**config.mk**
```make
export PLATFORM = sky130hd
export DESIGN_NAME = i2s_master_ctrl
export DESIGN_NICKNAME = d
export VERILOG_FILES = /design/src/rtl/i2s_master_ctrl.sv
export SDC_FILE = /design/constraint.sdc
export NUM_CORES = 1
export LEC_CHECK = 0
export BUFFER_PORTS_ARGS = -buffer_cell sky130_fd_sc_hd__buf_2
export CORE_MARGIN = 2
export CORE_UTILIZATION = 50
export CTS_BUF_LIST = sky130_fd_sc_hd__clkbuf_8
export CTS_CLUSTER_DIAMETER = 40
export DETAILED_ROUTE_END_ITERATION = 16
export GPL_TIMING_DRIVEN = 0
export HOLD_SLACK_MARGIN = 0.05
export PLACE_DENSITY = 0.76
export SLEW_MARGIN = 20
export SYNTH_ARGS = -nofsm -noshare
export SYNTH_HDL_FRONTEND = slang
export SYNTH_SLANG_ARGS = --single-unit
```
**constraint.sdc**
```tcl
create_clock -name clk -period 5.1 [get_ports clk]
set_input_delay 0.255 -clock clk [delete_from_list [all_inputs] [get_ports clk]]
set_output_delay 0.255 -clock clk [all_outputs]
set_load 0.02 [all_outputs]
```
**src/rtl/i2s_master_ctrl.sv**
```systemverilog
// I2S/TDM master clock generator: derives bclk and lrck from clk using a
// configuration latched at every frame start.
module i2s_master_ctrl (
    input  logic        clk,
    input  logic        rst,
    input  logic        i_enable,
    input  logic [7:0]  i_bclk_div,
    input  logic [4:0]  i_tdm_num,
    input  logic [5:0]  i_word_width,
    input  logic        i_lrck_mode,
    input  logic        i_lrck_invert,
    output logic        bclk,
    output logic        lrck,
    output logic        o_busy,
    output logic        o_frame_start,
    output logic [31:0] o_frame_num
);

    typedef enum logic {IDLE, RUN} state_e;

    state_e      state_q, state_d;
    logic [7:0]  div_cnt_q, div_cnt_d;
    logic [9:0]  bit_cnt_q, bit_cnt_d;
    logic        bclk_q, bclk_d;
    logic        lrck_q, lrck_d;
    logic        fs_q, fs_d;
    logic [31:0] frame_num_q, frame_num_d;
    logic [4:0]  n_q, n_d;
    logic [5:0]  w_q, w_d;
    logic [7:0]  div_q, div_d;
    logic        mode_q, mode_d;
    logic        inv_q, inv_d;

    logic [4:0]  n_clamp;
    logic [5:0]  w_clamp;
    logic [9:0]  frame_len;
    logic [9:0]  next_bit;
    logic        next_active;
    logic        start_frame;

    always_comb begin
        n_clamp = i_tdm_num;
        if (i_tdm_num == 5'd0) begin
            n_clamp = 5'd1;
        end else if (i_tdm_num > 5'd16) begin
            n_clamp = 5'd16;
        end
        w_clamp = i_word_width;
        if (i_word_width < 6'd8) begin
            w_clamp = 6'd8;
        end else if (i_word_width > 6'd32) begin
            w_clamp = 6'd32;
        end
    end

    assign frame_len   = {5'd0, n_q} * {4'd0, w_q};
    assign next_bit    = bit_cnt_q + 10'd1;
    assign next_active = mode_q ? (next_bit == 10'd0) : (next_bit < (frame_len >> 1));

    always_comb begin
        state_d     = state_q;
        div_cnt_d   = div_cnt_q;
        bit_cnt_d   = bit_cnt_q;
        bclk_d      = bclk_q;
        lrck_d      = lrck_q;
        fs_d        = 1'b0;
        frame_num_d = frame_num_q;
        n_d         = n_q;
        w_d         = w_q;
        div_d       = div_q;
        mode_d      = mode_q;
        inv_d       = inv_q;
        start_frame = 1'b0;

        case (state_q)
            IDLE: begin
                div_cnt_d = '0;
                bit_cnt_d = '0;
                bclk_d    = 1'b0;
                if (i_enable) begin
                    start_frame = 1'b1;
                end
            end
            RUN: begin
                if (div_cnt_q == div_q) begin
                    div_cnt_d = '0;
                    bclk_d    = ~bclk_q;
                    // Bit/slot state only moves on the bclk falling toggle.
                    if (bclk_q) begin
                        if (bit_cnt_q == frame_len - 10'd1) begin
                            if (i_enable) begin
                                start_frame = 1'b1;
                            end else begin
                                state_d   = IDLE;
                                bit_cnt_d = '0;
                            end
                        end else begin
                            bit_cnt_d = next_bit;
                            lrck_d    = next_active ^ inv_q;
                        end
                    end
                end else begin
                    div_cnt_d = div_cnt_q + 8'd1;
                end
            end
            default: state_d = IDLE;
        endcase

        // Bit 0 is always in the active phase, in both lrck modes.
        if (start_frame) begin
            state_d     = RUN;
            n_d         = n_clamp;
            w_d         = w_clamp;
            div_d       = i_bclk_div;
            mode_d      = i_lrck_mode;
            inv_d       = i_lrck_invert;
            div_cnt_d   = '0;
            bit_cnt_d   = '0;
            bclk_d      = 1'b0;
            lrck_d      = ~i_lrck_invert;
            fs_d        = 1'b1;
            frame_num_d = frame_num_q + 32'd1;
        end
    end

    always_ff @(posedge clk) begin
        if (rst) begin
            state_q     <= IDLE;
            div_cnt_q   <= '0;
            bit_cnt_q   <= '0;
            bclk_q      <= 1'b0;
            lrck_q      <= 1'b0;
            fs_q        <= 1'b0;
            frame_num_q <= '0;
            n_q         <= '0;
            w_q         <= '0;
            div_q       <= '0;
            mode_q      <= 1'b0;
            inv_q       <= 1'b0;
        end else begin
            state_q     <= state_d;
            div_cnt_q   <= div_cnt_d;
            bit_cnt_q   <= bit_cnt_d;
            bclk_q      <= bclk_d;
            lrck_q      <= lrck_d;
            fs_q        <= fs_d;
            frame_num_q <= frame_num_d;
            n_q         <= n_d;
            w_q         <= w_d;
            div_q       <= div_d;
            mode_q      <= mode_d;
            inv_q       <= inv_d;
        end
    end

    assign bclk          = bclk_q;
    assign lrck          = (state_q == RUN) ? lrck_q : i_lrck_invert;
    assign o_busy        = (state_q == RUN);
    assign o_frame_start = fs_q;
    assign o_frame_num   = frame_num_q;

endmodule

```
# Word level (Yosys, flattened, before mapping)
# Cells that the tools add are included.
[word_totals]
reg_bits = 75
inputBits = 24
out_inout_bits = 36
elab_cells = 70
[op_classes]
add_sub_neg = 4
n_mul = 1
order_cmp = 4
n_eq_ne = 6
n_mux = 31
n_bitwise = 4
reduce_logical = 8
[ops]
columns = ["cell", "n"]
rows = [
  ["$mux 10", 4],
  ["$add 32x1->32 const B", 1],
  ["$pmux 10 s2", 1],
  ["$mux 1", 18],
  ["$pmux 8 s2", 1],
  ["$mux 6", 2],
  ["$add 10x1->10 const B", 1],
  ["$eq 10x10->1", 1],
  ["$logic_not 10->1", 1],
  ["$lt 10x9->1", 1],
  ["$mul 5x6->10", 1],
  ["$mux 5", 2],
  ["$sub 10x1->10 const B", 1],
  ["$add 8x1->8 const B", 1],
  ["$eq 8x8->1", 1],
  ["$mux 8", 1],
  ["$gt 6x6->1 const B", 1],
  ["$lt 6x4->1 const B", 1],
  ["$reduce_bool 2->1", 3],
  ["$gt 5x5->1 const B", 1],
  ["$logic_not 5->1", 1],
  ["$ne 2x1->1 const B", 2],
  ["$pmux 1 s2", 2],
  ["$reduce_and 4->1", 1],
  ["6 further kinds", 8],
]

# Depth between registers and ports, before layout
[logic_depth]
word_depth = 9
depth_mapped = 19

# Worst setup path before layout
# No wires, ideal clock.
[synth_path]
path_type = "register -> register"
from = "register n_q[4]"
to = "register lrck_q"
setup_time_ns = 0.086
arrival_ns = 4.848
required_ns = 5.014
slack_ns = 0.167
path_stages_with_launch = 19
synth_period_minus_slack_ns = 4.933
cell_sequence = "dfxtp_1 > nand2_1 > fa_1 > inv_1 > fa_1 > fa_1 > ha_1 > a21o_1 > a221oi_4 > xnor2_1 > inv_1 > ha_1 > and3_1 > a221oi_1 > a21oi_1 > a2111oi_0 > o21ai_0 > xor2_1 > a211oi_1"
[synth_via]
elab_chain_len = 9
[synth_lines]
columns = ["element", "line", "text"]
rows = [
  ["start, declared", "28", "logic [4:0] n_q, n_d;"],
  ["start signal, assigned", "148", "n_q <= n_d;"],
  ["$mul 5x6->10 *", "56", "assign frame_len = {5'd0, n_q} * {4'd0, w_q};"],
  ["$sub 10x1->10 or $lt 10x9->1 (tied branches)", "90, 58", ""],
  ["$eq 10x10->1 or $mux 1 (tied branches)", "90, 58", ""],
  ["$mux 1 or $xor 1x1->1 (tied branches)", "90, 99", ""],
  ["$mux 1, on equally long branches", "89, 90", ""],
  ["$mux 1, on equally long branches", "85, 89", ""],
  ["$pmux 1 s2 or $mux 1 (tied branches)", "75, 85", ""],
  ["$ne 2x2->1 (no source line) (tied with other cells)", "-", ""],
  ["$reduce_and 4->1 (no source line) or $mux 1 (tied branches)", "-", ""],
  ["end signal, assigned", "145", "lrck_q <= lrck_d;"],
  ["end, declared", "25", "logic lrck_q, lrck_d;"],
]
# Mark *: on every way between the ends. The rest lies on a longest branch, timed or not. The select of a mux whose other input is x is not followed.
# A chain may end at the register's enable or synchronous reset.

# Final worst setup path
[layout_path]
from = "register w_q[1]"
to = "register frame_num_q[18] (netlist: o_frame_num[18])"
[layout_via]
elab_chain_len = 7
[layout_lines]
columns = ["element", "line", "text"]
rows = [
  ["start, declared", "29", "logic [5:0] w_q, w_d;"],
  ["start signal, assigned", "149", "w_q <= w_d;"],
  ["$mul 5x6->10", "56", ""],
  ["$sub 10x1->10", "90", "if (bit_cnt_q == frame_len - 10'd1) begin"],
  ["$eq 10x10->1", "90", ""],
  ["$mux 1", "90", ""],
  ["$mux 1", "89", "if (bclk_q) begin"],
  ["$mux 1", "85", "if (div_cnt_q == div_q) begin"],
  ["$pmux 1 s2", "75", "case (state_q)"],
  ["end signal, assigned", "147", "frame_num_q <= frame_num_d;"],
  ["end, declared", "27", "logic [31:0] frame_num_q, frame_num_d;"],
]
# Every way passes these cells.

==> impl_metrics.env <==
export IMPL_cpMaxStageDelayCell="or4_1"
export IMPL_vias_per_cell=5.943
export IMPL_fmax_ghz=0.2020
export IMPL_p_leak_uw=0.002442
export IMPL_cts_sinks=75
export IMPL_synthSimpleGateAreaFrac_pct=24.94
export IMPL_post_route_period_util_pct=97.09
export IMPL_grt_pass1_vias=4645
export IMPL_synthAdderAreaFrac_pct=11.93
export IMPL_syn_cell_area_sq_mm=0.005097
export IMPL_p_per_area_mw_per_mm2=204.2
export IMPL_ioPinCount=60
export IMPL_detail_route_wl_per_cell_microns=16.21
export IMPL_dieArea_sq_mm=0.01102
export IMPL_placed_area_sq_mm=0.005559
export IMPL_drc=0
export IMPL_first_pass_iters=5
export IMPL_critPathTopFamily="adder cells"
export IMPL_synth_xor_area_share_pct=9.745
export IMPL_whs_ns=0.1307
export IMPL_ys_seq_area_share_pct=29.46
export IMPL_ys_top_cells_by_area="dfxtp_1 29%, ha_1 7.6%, xnor2_1 4.8%"
export IMPL_r2r_start="w_q[1]$_SDFFE_PP0P_"
export IMPL_gp_congestion=0.8663
export IMPL_finish_utilization_pct=60.91
export IMPL_overflow=0
export IMPL_rr_endpoint="o_frame_num[18]$_SDFFE_PP0P_"
export IMPL_synth_compound_area_share_pct=16.30
export IMPL_start_kind="flip-flop"
export IMPL_core_sq_mm=0.009819
export IMPL_critPathCaptureType="flip-flop"
export IMPL_crit_chain="nand2_1, fa_1, inv_1, fa_1, fa_1, ha_4, a21o_4, a221oi_4, buf_4, xnor3_1, a41oi_2, o2111a_2, a41oi_4, buf_4, buf_6, or4_1, a21oi_2"
export IMPL_synth_edf_count=0
export IMPL_crit_type="reg2reg"
export IMPL_antenna_found_initial=0
export IMPL_reg2regPathDepth=17
export IMPL_instances_no_fill=809
export IMPL_yosysTopAreaCellShare_pct=29.46
export IMPL_route_final_wire_length_microns=13110
export IMPL_synth_common_cells="75 x dfxtp_1, 53 x nand2_1, 48 x a21oi_1"
export IMPL_slew_viol_final=0
export IMPL_die_y_microns=105.0
export IMPL_drtIter0Drc=183
export IMPL_antenna_left=0
export IMPL_finalHoldViolCount=0
export IMPL_clock_latency_ns=0.36
export IMPL_nets=738
export IMPL_die_width_microns=105.0
export IMPL_crit_top_cell="fa_1"
export IMPL_finalCriticalPeriod_ns=4.951
export IMPL_synth_seq_cells=75
export IMPL_grt_use_total_pct=23.86
export IMPL_synth_most_common_cell="dfxtp_1"
export IMPL_area_delta_synth_final_pct=17.33
export IMPL_reg2reg_slack_ns=0.15
export IMPL_critical_path_buf_inv_count=4
export IMPL_setup_viol_count_final=0
export IMPL_grt_pass1_wl_microns=21680
export IMPL_holdPathEnd="div_q[1]$_SDFFE_PP0P_"
export IMPL_finClkSkew_ns=0.009104
export IMPL_async_flop_share_pct=0
export IMPL_drive_gt1_share_pct=19.38
export IMPL_yosys_warnings=0
export IMPL_dp_cells=785
export IMPL_initial_utilization_pct=51.91
export IMPL_design_area_sq_mm=0.005981
export IMPL_cp_arrival_ns=5.24
export IMPL_tightest_slew_ns=0.8607
export IMPL_max_cap_viol_count=0
export IMPL_syn_inst=593
export IMPL_rows=36
export IMPL_synth_ff_type="dfxtp_1"
export IMPL_relSlewSlack_pct=42.23
export IMPL_yosys_mux_area_fraction_pct=2.995
export IMPL_min_path_type="in2reg"
export IMPL_clk_pin_slew_worst_paths_ns=0.07
export IMPL_cts_made_buffers=9
export IMPL_avgSynthCellArea_sq_um=8.596
export IMPL_synth_nets=659
export IMPL_tritoncts="yes"
export IMPL_yosysUniqueCellTypes=56
export IMPL_cts_root_buf="clkbuf_8"
export IMPL_cts_path_max_buffers=2
export IMPL_dp_hpwl_microns=9603
export IMPL_min_from="i_bclk_div[1]"
export IMPL_synth_top_family_by_area="simple AND/OR/NAND/NOR gates"
export IMPL_vdd_drop_max_v=0.0001965
export IMPL_status="complete, no violations"
export IMPL_max_stage_delay_ns=0.54
export IMPL_whs_path_depth=3
export IMPL_antenna_cells=0
export IMPL_cp_required_ns=5.39
export IMPL_setup_tns_ns=0
export IMPL_vias=4808
export IMPL_htreeDepth=3
export IMPL_yosys_area_top_type="dfxtp_1"
export IMPL_port_buffer_count=59
export IMPL_grt_max_degree=12
export IMPL_worst_path_max_fanout=10
[repair_timing]
action / 4_1_cts / 5_1_grt
setup buffers: 4 / 5
resized for setup: 25 / 15
endpoints found under the hold margin: 0 / 0
hold buffers: 0 / 0
endpoints found under the setup margin: 67 / 54
pin swaps: 7 / 16
[layout make-up]
class | instances | area, sq um
clock inverter | 4 | 42.54
multi-input combinational | 462 | 3483
buffer | 27 | 140.1
tap | 133 | 166.4
sequential | 75 | 1525
fill | 903 | 3839
timing repair buffer | 68 | 362.8
inverter | 29 | 108.9
clock buffer | 11 | 151.4
[worst max path at each step]
stage,start,to,slack [ns],depth (start not counted)
2_1_floorplan,n_q[4]$_SDFFE_PP0P_,lrck_q$_SDFFE_PP0P_,0.17,18
3_3_place_gp,w_q[0]$_SDFFE_PP0P_,div_q[1]$_SDFFE_PP0P_,-0.37,16
3_5_place_dp,w_q[0]$_SDFFE_PP0P_,div_q[2]$_SDFFE_PP0P_,-0.43,16
4_1_cts,w_q[1]$_SDFFE_PP0P_,lrck_q$_SDFFE_PP0P_,0.01,18
5_1_grt,n_q[2]$_SDFFE_PP0P_,lrck_q$_SDFFE_PP0P_,-0.002,17
6_report,w_q[1]$_SDFFE_PP0P_,o_frame_num[18]$_SDFFE_PP0P_,0.15,17
[worst reg2reg max path, cell delays in order, from the launching register on]
cell and delay (ns):
dfxtp_4 0.39, nand2_1 0.08, fa_1 0.53, inv_1 0.05
fa_1 0.48, fa_1 0.53, ha_4 0.22, a21o_4 0.22
a221oi_4 0.36, buf_4 0.17, xnor3_1 0.25, a41oi_2 0.20
o2111a_2 0.26, a41oi_4 0.14, buf_4 0.18, buf_6 0.13
or4_1 0.54, a21oi_2 0.15
[power by group]
group / switching [uW] / leakage [uW] / internal [uW]
Sequential: 15.3 / 0.000613 / 596
Combinational: 88.5 / 0.00172 / 63.4
Clock: 212 / 0.000108 / 246
Total: 316 / 0.00244 / 905
[cells by family after synthesis]
| kind of cell | count (synthesis) |
|---|---|
| flops | 75 |
| xor+xnor | 48 |
| simple gates | 237 |
| compound gates | 120 |
| mux | 15 |
| fa+ha+maj | 42 |
| buf+inv | 56 |
[stage by stage]
| stage | power (uW) | setup WS [ns] |
|---|---|---|
| 2_1_floorplan | 719.3 | 0.1665 |
| 3_3_place_gp | 759.7 | -0.3726 |
| 5_1_grt | 1266 | -0.001599 |
| 4_1_cts | 1218 | 0.01167 |
| 3_5_place_dp | 763.4 | -0.4347 |
| 6_report | 1221 | 0.1485 |
[placed cells by master, fill, tap and decap left out, types with 21 or more instances in the layout]
cell type  count
nand2_1       53
ha_1          27
dfxtp_1       68
or4_1         21
xnor2_1       26
inv_1         31
nor2_1        42
a21oi_1       45
nand3_1       24
and2_1        22
buf_2         62
[per-layer routing]
layer | routed length [microns] | share of wire (%) | vias to the layer above | track usage, %
met5 | 0 | 0 | - | 0
met4 | 213 | 1.6 | 0 | 8.952
met1 | 5647 | 43 | 2331 | 28.74
li1 | - | - | 2302 | -
met2 | 6526 | 50 | 151 | 42.44
met3 | 722 | 5.5 | 24 | 3.930
[sequential cells by signal (all words and copies together), names as in the netlist]
name / flops
o_frame_start: 1
inv_q: 1
bclk: 1
bit_cnt_q: 10
div_q: 8
w_q: 6
lrck_q: 1
mode_q: 1
n_q: 5
o_busy: 1
div_cnt_q: 8
o_frame_num: 32
Note: power is estimated with default switching activity, not from simulation.
